==> config.mk <==
export PLATFORM = sky130hd
export DESIGN_NAME = alu_pipe
export DESIGN_NICKNAME = d
export VERILOG_FILES = /design/src/rtl/alu_pkg.sv /design/src/rtl/alu_mul_seq.sv /design/src/rtl/alu_pipe.sv
export SDC_FILE = /design/constraint.sdc
export NUM_CORES = 1
export LEC_CHECK = 0
export BUFFER_PORTS_ARGS = -buffer_cell sky130_fd_sc_hd__buf_2
export CAP_MARGIN = 40
export CORE_MARGIN = 5
export CORE_UTILIZATION = 25
export CTS_CLUSTER_DIAMETER = 80
export DETAILED_ROUTE_END_ITERATION = 6
export SKIP_CTS_REPAIR_TIMING = 1
export SYNTH_ARGS = -nofsm -noshare
export SYNTH_HDL_FRONTEND = slang
export SYNTH_HIERARCHICAL = 1
export SYNTH_SLANG_ARGS = --single-unit
==> constraint.sdc <==
create_clock -name Clk -period 6.7 [get_ports Clk]
set_input_delay 1.34 -clock Clk [delete_from_list [all_inputs] [get_ports Clk]]
set_output_delay 1.34 -clock Clk [all_outputs]
set_load 0.05 [all_outputs]
==> src/rtl/alu_pkg.sv <==
// Shared types for the pipelined ALU: opcodes, flag layout and control states.
package alu_pkg;

  typedef enum logic [3:0] {
    OP_ZERO = 4'd0,
    OP_ADD  = 4'd1,
    OP_SUB  = 4'd2,
    OP_PASS = 4'd3,
    OP_XOR  = 4'd4,
    OP_OR   = 4'd5,
    OP_AND  = 4'd6,
    OP_INC  = 4'd7,
    OP_SHL  = 4'd8,
    OP_SHR  = 4'd9,
    OP_SRA  = 4'd10,
    OP_MUL  = 4'd11
  } alu_op_e;

  typedef struct packed {
    logic err;
    logic v;
    logic c;
    logic n;
    logic z;
  } alu_flags_t;

  typedef enum logic {
    IDLE = 1'b0,
    MUL  = 1'b1
  } state_e;

endpackage

==> src/rtl/alu_mul_seq.sv <==
// Sequential shift-add multiplier: WIDTH iterations, one per clock.
// product/done are combinational views of the accumulator including the
// current iteration, so the caller can capture the final value on the
// same edge that performs the last iteration.
module alu_mul_seq
  import alu_pkg::*;
#(
  parameter int WIDTH = 16
) (
  input  logic               clk,
  input  logic               reset,
  input  logic               start,
  input  logic [WIDTH-1:0]   a,
  input  logic [WIDTH-1:0]   b,
  output logic               done,
  output logic [2*WIDTH-1:0] product
);

  localparam int CW = $clog2(WIDTH);
  localparam logic [CW-1:0] LAST = CW'(WIDTH - 1);

  logic [2*WIDTH-1:0] acc;
  logic [2*WIDTH-1:0] mcand;
  logic [WIDTH-1:0]   mplier;
  logic [CW-1:0]      cnt;
  logic               busy;

  assign product = acc + (mplier[0] ? mcand : '0);
  assign done    = busy && (cnt == LAST);

  // One partial product per cycle; a start always restarts from a clean state.
  // NOTE: sequential state uses non-blocking assignments so every register
  // samples pre-edge values, independent of statement order.
  always_ff @(posedge clk) begin
    if (reset) begin
      acc    <= '0;
      mcand  <= '0;
      mplier <= '0;
      cnt    <= '0;
      busy   <= 1'b0;
    end else if (start) begin
      acc    <= '0;
      mcand  <= {{WIDTH{1'b0}}, a};
      mplier <= b;
      cnt    <= '0;
      busy   <= 1'b1;
    end else if (busy) begin
      acc    <= product;
      mcand  <= mcand << 1;
      mplier <= mplier >> 1;
      cnt    <= cnt + 1'b1;
      if (done) busy <= 1'b0;
    end
  end

endmodule

==> src/rtl/alu_pipe.sv <==
// Single-slot pipelined ALU with valid/ready handshakes on both sides.
// Single-cycle ops load the output register on the accept edge; multiply
// hands off to a sequential multiplier and blocks new work until it ends.
module alu_pipe
  import alu_pkg::*;
#(
  parameter int WIDTH = 16
) (
  input  logic             Clk,
  input  logic             Reset,
  input  logic             in_valid,
  output logic             in_ready,
  input  logic [WIDTH-1:0] A,
  input  logic [WIDTH-1:0] B,
  input  logic [3:0]       Sel,
  output logic             out_valid,
  input  logic             out_ready,
  output logic [WIDTH-1:0] Q,
  output logic [4:0]       Flags
);

  localparam int MSB = WIDTH - 1;
  localparam int SHW = $clog2(WIDTH);
  localparam logic [WIDTH-1:0] W_VAL = WIDTH'(WIDTH);

  state_e             state;
  alu_flags_t         flags_r;
  alu_flags_t         flags_c;
  alu_flags_t         mul_flags;
  logic [WIDTH-1:0]   res_c;
  logic [WIDTH:0]     sum_ext;
  logic [SHW-1:0]     sh;
  logic               sh_big;
  logic               accept;
  logic               is_mul;
  logic               mul_done;
  logic [2*WIDTH-1:0] mul_product;

  // Z and N derive from the result; V and C come from the operation.
  function automatic alu_flags_t result_flags(input logic v, input logic c,
                                              input logic [WIDTH-1:0] r);
    result_flags = '{err: 1'b0, v: v, c: c, n: r[MSB], z: (r == '0)};
  endfunction

  assign in_ready = (state == IDLE) && (!out_valid || out_ready) && !Reset;
  assign accept   = in_valid && in_ready;
  assign is_mul   = (Sel == OP_MUL);
  assign sh       = B[SHW-1:0];
  assign sh_big   = (B >= W_VAL);
  assign Flags    = flags_r;

  assign mul_flags = result_flags(1'b0, |mul_product[2*WIDTH-1:WIDTH],
                                  mul_product[WIDTH-1:0]);

  alu_mul_seq #(.WIDTH(WIDTH)) u_mul (
    .clk     (Clk),
    .reset   (Reset),
    .start   (accept && is_mul),
    .a       (A),
    .b       (B),
    .done    (mul_done),
    .product (mul_product)
  );

  // Single-cycle datapath: result and flags for the opcode on the inputs.
  // NOTE: every output of this block is given a default first, so no path
  // through the case can leave a value held and infer a latch.
  always_comb begin
    res_c   = '0;
    sum_ext = '0;
    flags_c = '0;
    case (alu_op_e'(Sel))
      OP_ZERO: flags_c = result_flags(1'b0, 1'b0, '0);
      OP_ADD: begin
        sum_ext = {1'b0, A} + {1'b0, B};
        res_c   = sum_ext[WIDTH-1:0];
        flags_c = result_flags((A[MSB] == B[MSB]) && (res_c[MSB] != A[MSB]),
                               sum_ext[WIDTH], res_c);
      end
      OP_SUB: begin
        sum_ext = {1'b0, A} - {1'b0, B};
        res_c   = sum_ext[WIDTH-1:0];
        flags_c = result_flags((A[MSB] != B[MSB]) && (res_c[MSB] != A[MSB]),
                               (A < B), res_c);
      end
      OP_PASS: begin res_c = A;     flags_c = result_flags(1'b0, 1'b0, res_c); end
      OP_XOR:  begin res_c = A ^ B; flags_c = result_flags(1'b0, 1'b0, res_c); end
      OP_OR:   begin res_c = A | B; flags_c = result_flags(1'b0, 1'b0, res_c); end
      OP_AND:  begin res_c = A & B; flags_c = result_flags(1'b0, 1'b0, res_c); end
      OP_INC: begin
        sum_ext = {1'b0, A} + 1'b1;
        res_c   = sum_ext[WIDTH-1:0];
        flags_c = result_flags(!A[MSB] && res_c[MSB], sum_ext[WIDTH], res_c);
      end
      OP_SHL: begin
        res_c   = sh_big ? '0 : (A << sh);
        flags_c = result_flags(1'b0, 1'b0, res_c);
      end
      OP_SHR: begin
        res_c   = sh_big ? '0 : (A >> sh);
        flags_c = result_flags(1'b0, 1'b0, res_c);
      end
      OP_SRA: begin
        res_c   = sh_big ? {WIDTH{A[MSB]}} : $unsigned($signed(A) >>> sh);
        flags_c = result_flags(1'b0, 1'b0, res_c);
      end
      OP_MUL: flags_c = '0;  // result comes from the multiplier later
      default: flags_c = '{err: 1'b1, v: 1'b0, c: 1'b0, n: 1'b0, z: 1'b1};
    endcase
  end

  // Control FSM, output register and downstream handshake.
  always_ff @(posedge Clk) begin
    if (Reset) begin
      state     <= IDLE;
      out_valid <= 1'b0;
      Q         <= '0;
      flags_r   <= '0;
    end else begin
      case (state)
        IDLE: if (accept && is_mul) state <= MUL;
        MUL:  if (mul_done) state <= IDLE;
      endcase

      if (accept && !is_mul) begin
        Q         <= res_c;
        flags_r   <= flags_c;
        out_valid <= 1'b1;
      end else if (mul_done) begin
        Q         <= mul_product[WIDTH-1:0];
        flags_r   <= mul_flags;
        out_valid <= 1'b1;
      end else if (out_ready) begin
        out_valid <= 1'b0;
      end
    end
  end

endmodule

* Word-level counts from Yosys, hierarchy flattened
Cells that the tools add are included.
Storage, ports and cells: register bits after elaboration 108, output and inout bits 23, input bits 40, logic and storage cells 97
Operators by class: order comparisons 2, $add $sub $neg 5, bitwise logic cells 4, mux-type cells 22, shift-type cells 3, reductions and logical operators 31, equality and inequality tests 16
Operator list (count):
- $logic_not 16->1 | 11
- $pmux 16 s10 | 1
- $mux 16 | 9
- $pmux 5 s12 | 1
- $add 32x32->32 | 1
- $mux 32 | 1
- $eq 4x4->1 const B | 5
- $add 16x1->17 const B | 1
- $add 16x16->17 | 1
- $and 16x16->16 | 1
- $eq 4x3->1 const B | 4
- $ge 16x5->1 const B | 1
- $lt 16x16->1 | 1
- $or 16x16->16 | 1
- $reduce_or 16->1 | 1
- $shl 16x4->16 | 1
- $shr 16x4->16 | 1
- $sshr 16x4->16 | 1
- $sub 16x16->16 | 1
- $xor 16x16->16 | 1
- $mux 5 | 2
- $logic_and 1x1->1 | 9
- $eq 4x2->1 const B | 2
- $mux 1 | 7
- 12 further kinds | 18

* Depth between registers and ports, before layout
depth after elaboration 8, mapped depth 16, gate-level depth less buffers 15

* Cells and area by module
Netlist, hierarchy kept.
Modules (own cells, without submodules):
- alu_pipe | cells an instance 952, area an instance 6886.6 um^2, times used 1, seq. area each 460.4 um^2
- alu_mul_seq | cells an instance 674, area an instance 5497.8 um^2, times used 1, seq. area each 1701.6 um^2

* Worst setup path before layout
No wires, ideal clock.
kind input to register, start point input port B[2], end point register flags_r, in the netlist Flags[0], arrival 4358 ps, library setup time 86 ps, required time 6614 ps, buffers on the path 3, setup slack 2256 ps, cell stages on the path 14, cells stage by stage buf_6 > clkbuf_1 > inv_1 > clkbuf_1 > ha_1 > a211o_1 > a21oi_2 > o21bai_1 > xor2_1 > or4b_1 > nor4_2 > nand4_1 > or3_1 > a221oi_2
Between the ends: word-level cells in the longest chain between the ends 5, elaborated cells on any way between the ends 22, classes of those cells add/sub (2); order compare (1); shift (3); mux (5); bitwise (3); reduce/logical (8)
RTL lines:
- start, declared | RTL line alu_pipe.sv:14 | input logic [WIDTH-1:0] B,
- $ge 16x5->1, or another cell as far along | RTL line alu_pipe.sv:49 | assign sh_big = (B >= W_VAL);
- $mux 16, on equally long branches | RTL line alu_pipe.sv:104, alu_pipe.sv:96, alu_pipe.sv:100
- $logic_not 16->1 | RTL line alu_pipe.sv:42 | result_flags = '{err: 1'b0, v: v, c: c, n: r[MSB], z: (r == '0)};
- $pmux 5 s12 * | RTL line alu_pipe.sv:72 | case (alu_op_e'(Sel))
- $mux 5 * | RTL line alu_pipe.sv:125 | if (accept && !is_mul) begin
- end signal, assigned | RTL line alu_pipe.sv:127 | flags_r <= flags_c;
- end signal, assigned | RTL line alu_pipe.sv:131 | flags_r <= mul_flags;
- end, declared | RTL line alu_pipe.sv:27 | alu_flags_t flags_r;
Every way passes the cells marked *; elsewhere a longest branch is shown, timed or not. A chain may end at the register's enable or synchronous reset.

* Worst setup path after layout
start point input port A[5], end point register flags_r, in the netlist Flags[0]
Between the ends: word-level cells in the longest chain between the ends 5, elaborated cells on any way between the ends 24, classes of those cells add/sub (3); shift (3); mux (5); bitwise (3); reduce/logical (10)
RTL lines:
- start, declared | RTL line alu_pipe.sv:13 | input logic [WIDTH-1:0] A,
- parallel branches: the longest is 3 deep, another holds $add 16x1->17
- $pmux 5 s12 * | RTL line alu_pipe.sv:72
- $mux 5 * | RTL line alu_pipe.sv:125
Every way passes the cells marked *.

==> metrics <==
Slowest cell on crit path=ha_1; switching pwr=0.700 mW; final core utilization=27.6%; Critical Path AT=5160 ps; Combinational Power Share=32.7%; HPWL Detailed=37.6 mm; final instance area=13,500 sq um; Tot GR Track Use=17.7%; total gr overflow=0; Worst-Margin Slew=839 ps; Avg Vias per Cell=5.69; Ys Warns=6; post-synthesis average cell area=7.62 sq um; Clock Path Buffers=2; largest area contributor in the netlist=dfxtp_1; Cell Int Power=1.15 mW; post-route worst setup slack=1820 ps; DP Worst Slack=1730 ps; Routed WL=49.9 mm; setup violators final=0; final hold slack=472 ps; Distinct cells, synth=95; outcome=finished clean; CTS tree=yes; fraction of layout cells with a size suffix above 1=11.3%; Crit Path Category=input port to register; core footprint=49,000 sq um; placed cell count=2,248; Placed Instance Area=13,200 sq um; HP Class=register to register; CTS Sinks=108; CTS clk-pin slew, worst paths=80 ps; global-route wire length before repair=75.7 mm; Final Max Tran Viols=0; register area=2170 sq um; Post-synth EDFFs=0; maximum vdd drop=0.102 mV; crit-path max cell delay=610 ps; Die Wd=233 um; Lkg Pwr=5.22 nW; drt drc=0; Sw Ratio=37.9%; ys flop type=dfxtp_1; max-cap check violation count=0; die footprint=54,100 sq um; antenna viol nets, final=0; Nets=1,728; CTS Buf Count=9; worst-path maximum fanout=21; initial drt markers=1,310; Starting Density=25.3%; initial antenna violation count=2; Area Overhead vs Synth=9.21%; fmax=205 MHz; RSZ-0062 raised after global routing=false; num rows=81; crit-path cells=buf_2, inv_2, ha_1, nor3_1, a2111oi_4, nor2_1, o41ai_2, xnor2_1, nand3_1, nor4_1, a21oi_1, a221oi_2; clock power share=31.7%; relative slew slack=43.9%; cell area after synthesis=12,400 sq um; Seq/Total Area, Yosys=17.5%; P per Cell Area=137 nW/um^2; number of fill cells=5,347; root buf cell=clkbuf_16; routed len/inst=22.0 um; Buffers on Ports=62; Tmin final=4880 ps; router iterations before antenna repair=6; largest net degree at the start of global routing=68; clock latency on the worst-skew pair=370 ps; register bit total from synthesis=108; Placer Congestion=1.00; Cells after Synth=1,626; chip height=233 um; Synth Net Count=1,759; vias in the first global route=12,200; skew final=8.30 ps; Post-synth ARST share=0%; nature of the critical path startpoint=input port; top-level I/O count=63; H-tree Lvls=3; required time of the worst setup path=6980 ps; Vias=12,900; Tcrit/Tclk final=72.9%; total power=1.85 mW; Hold Fails Final Rpt=0; final std cells w/o fill=2,266; crit path capture type=register; final setup TNS=0 ps; area occupied by multi-input gates=9480 sq um; Area contributors post-synth=dfxtp_1 (17%), ha_1 (9.1%), nor2_1 (6.6%); top cell type's share of synthesized area=17.5%; Reg power frac=35.7%
## final cells by class
class / count / area share (%)
flip-flops and latches: 108 / 16.0
diodes: 2 / 0.0370
multi-input cells: 1333 / 70.1
inverters: 58 / 1.61
repair buffers: 85 / 3.77
clock buffers: 9 / 1.67
clock inverters: 7 / 0.694
well taps: 664 / 6.14
## power by group through the flow
| stage | Clock [mW] | Sequential (mW) | Combinational (mW) |
|---|---|---|---|
| 4_1_cts | 0.605 | 0.659 | 0.588 |
| 3_5_place_dp | 0 | 0.674 | 0.587 |
| 3_3_place_gp | 0 | 0.674 | 0.588 |
| 6_report | 0.585 | 0.659 | 0.604 |
| 5_1_grt | 0.628 | 0.660 | 0.636 |
| 2_1_floorplan | 0 | 0.699 | 0.371 |
## flip-flops by register name, summed over array words and instances, names as in the netlist, 4 cells and up
name,count
Q,16
u_mul/acc,32
Flags,5
u_mul/cnt,4
u_mul/mcand,32
u_mul/mplier,16
## critical path: cells and delay by family
family,cells,cell delay [ps]
AO/OA/AOI/OAI,4,1440
XOR/XNOR,1,210
adder cells (fa/ha/maj),1,610
buffers and inverters,2,610
AND/OR/NAND/NOR,4,920
## layer usage
metal,routed length [um],share of wire [%],global-route usage (%),up-vias
li1,-,-,-,5946
met1,22400,45,24.8,6225
met2,22200,44,28.2,627
met3,4040,8.1,3.04,92
met4,1250,2.5,4.73,0
met5,0,0,0,-
## cell families (layout without fill, tap and decap cells)
logic type      after synthesis  after routing  synth area share, %
mux                         119            119                 12.9
compound gates              453            453                 25.2
simple gates                599            599                 23.7
xor+xnor                     69             69                 4.99
buf+inv                     185            159                 6.24
flops                       108            108                 17.5
other cells                   0              2                    0
fa+ha+maj                    93             93                 9.58
## cells in the mapped netlist (14+ instances only)
master      n
nor2_1    218
a21oi_1   122
dfxtp_1   108
nand2_1   103
ha_1       90
clkbuf_1   82
mux2i_1    78
o21ai_0    56
inv_1      51
xnor2_1    51
and2_1     45
nand3_1    45
nor3_1     34
nand4_1    33
mux4_2     31
a211oi_1   26
buf_2      24
a21o_1     23
nor4_1     21
o21ai_1    21
xor2_1     17
a31oi_1    16
or3_1      16
o211ai_1   15
nand2b_1   14
## layout by cell type, fill, tap and decap left out, types with 11 or more instances in the layout
| cell | instances |
|---|---|
| nor2_1 | 217 |
| a21oi_1 | 122 |
| dfxtp_1 | 107 |
| nand2_1 | 103 |
| ha_1 | 90 |
| mux2i_1 | 78 |
| buf_2 | 62 |
| o21ai_0 | 56 |
| inv_1 | 51 |
| xnor2_1 | 51 |
| and2_1 | 45 |
| nand3_1 | 45 |
| nand4_1 | 33 |
| nor3_1 | 33 |
| mux4_2 | 31 |
| a211oi_1 | 26 |
| a21o_1 | 23 |
| nor4_1 | 21 |
| o21ai_1 | 21 |
| buf_4 | 21 |
| xor2_1 | 17 |
| a31oi_1 | 16 |
| or3_1 | 16 |
| o211ai_1 | 15 |
| nand2b_1 | 14 |
| o31ai_1 | 13 |
| or4_1 | 13 |
| o21bai_1 | 13 |
| a22oi_1 | 13 |
| nor2b_1 | 11 |
| o22ai_1 | 11 |
| o221ai_1 | 11 |
## worst paths after layout
kind	startpoint	end	cells past startpoint	slack [ps]
worst min register to register	Flags[3]	Flags[3]	2	470
worst max register to register	u_mul/mplier[0]	Flags[2]	15	2180
worst max-delay path	A[5]	Flags[0]	12	1820
worst min-delay path	Flags[3]	Flags[3]	2	470
(Power assumes the default switching activity.)
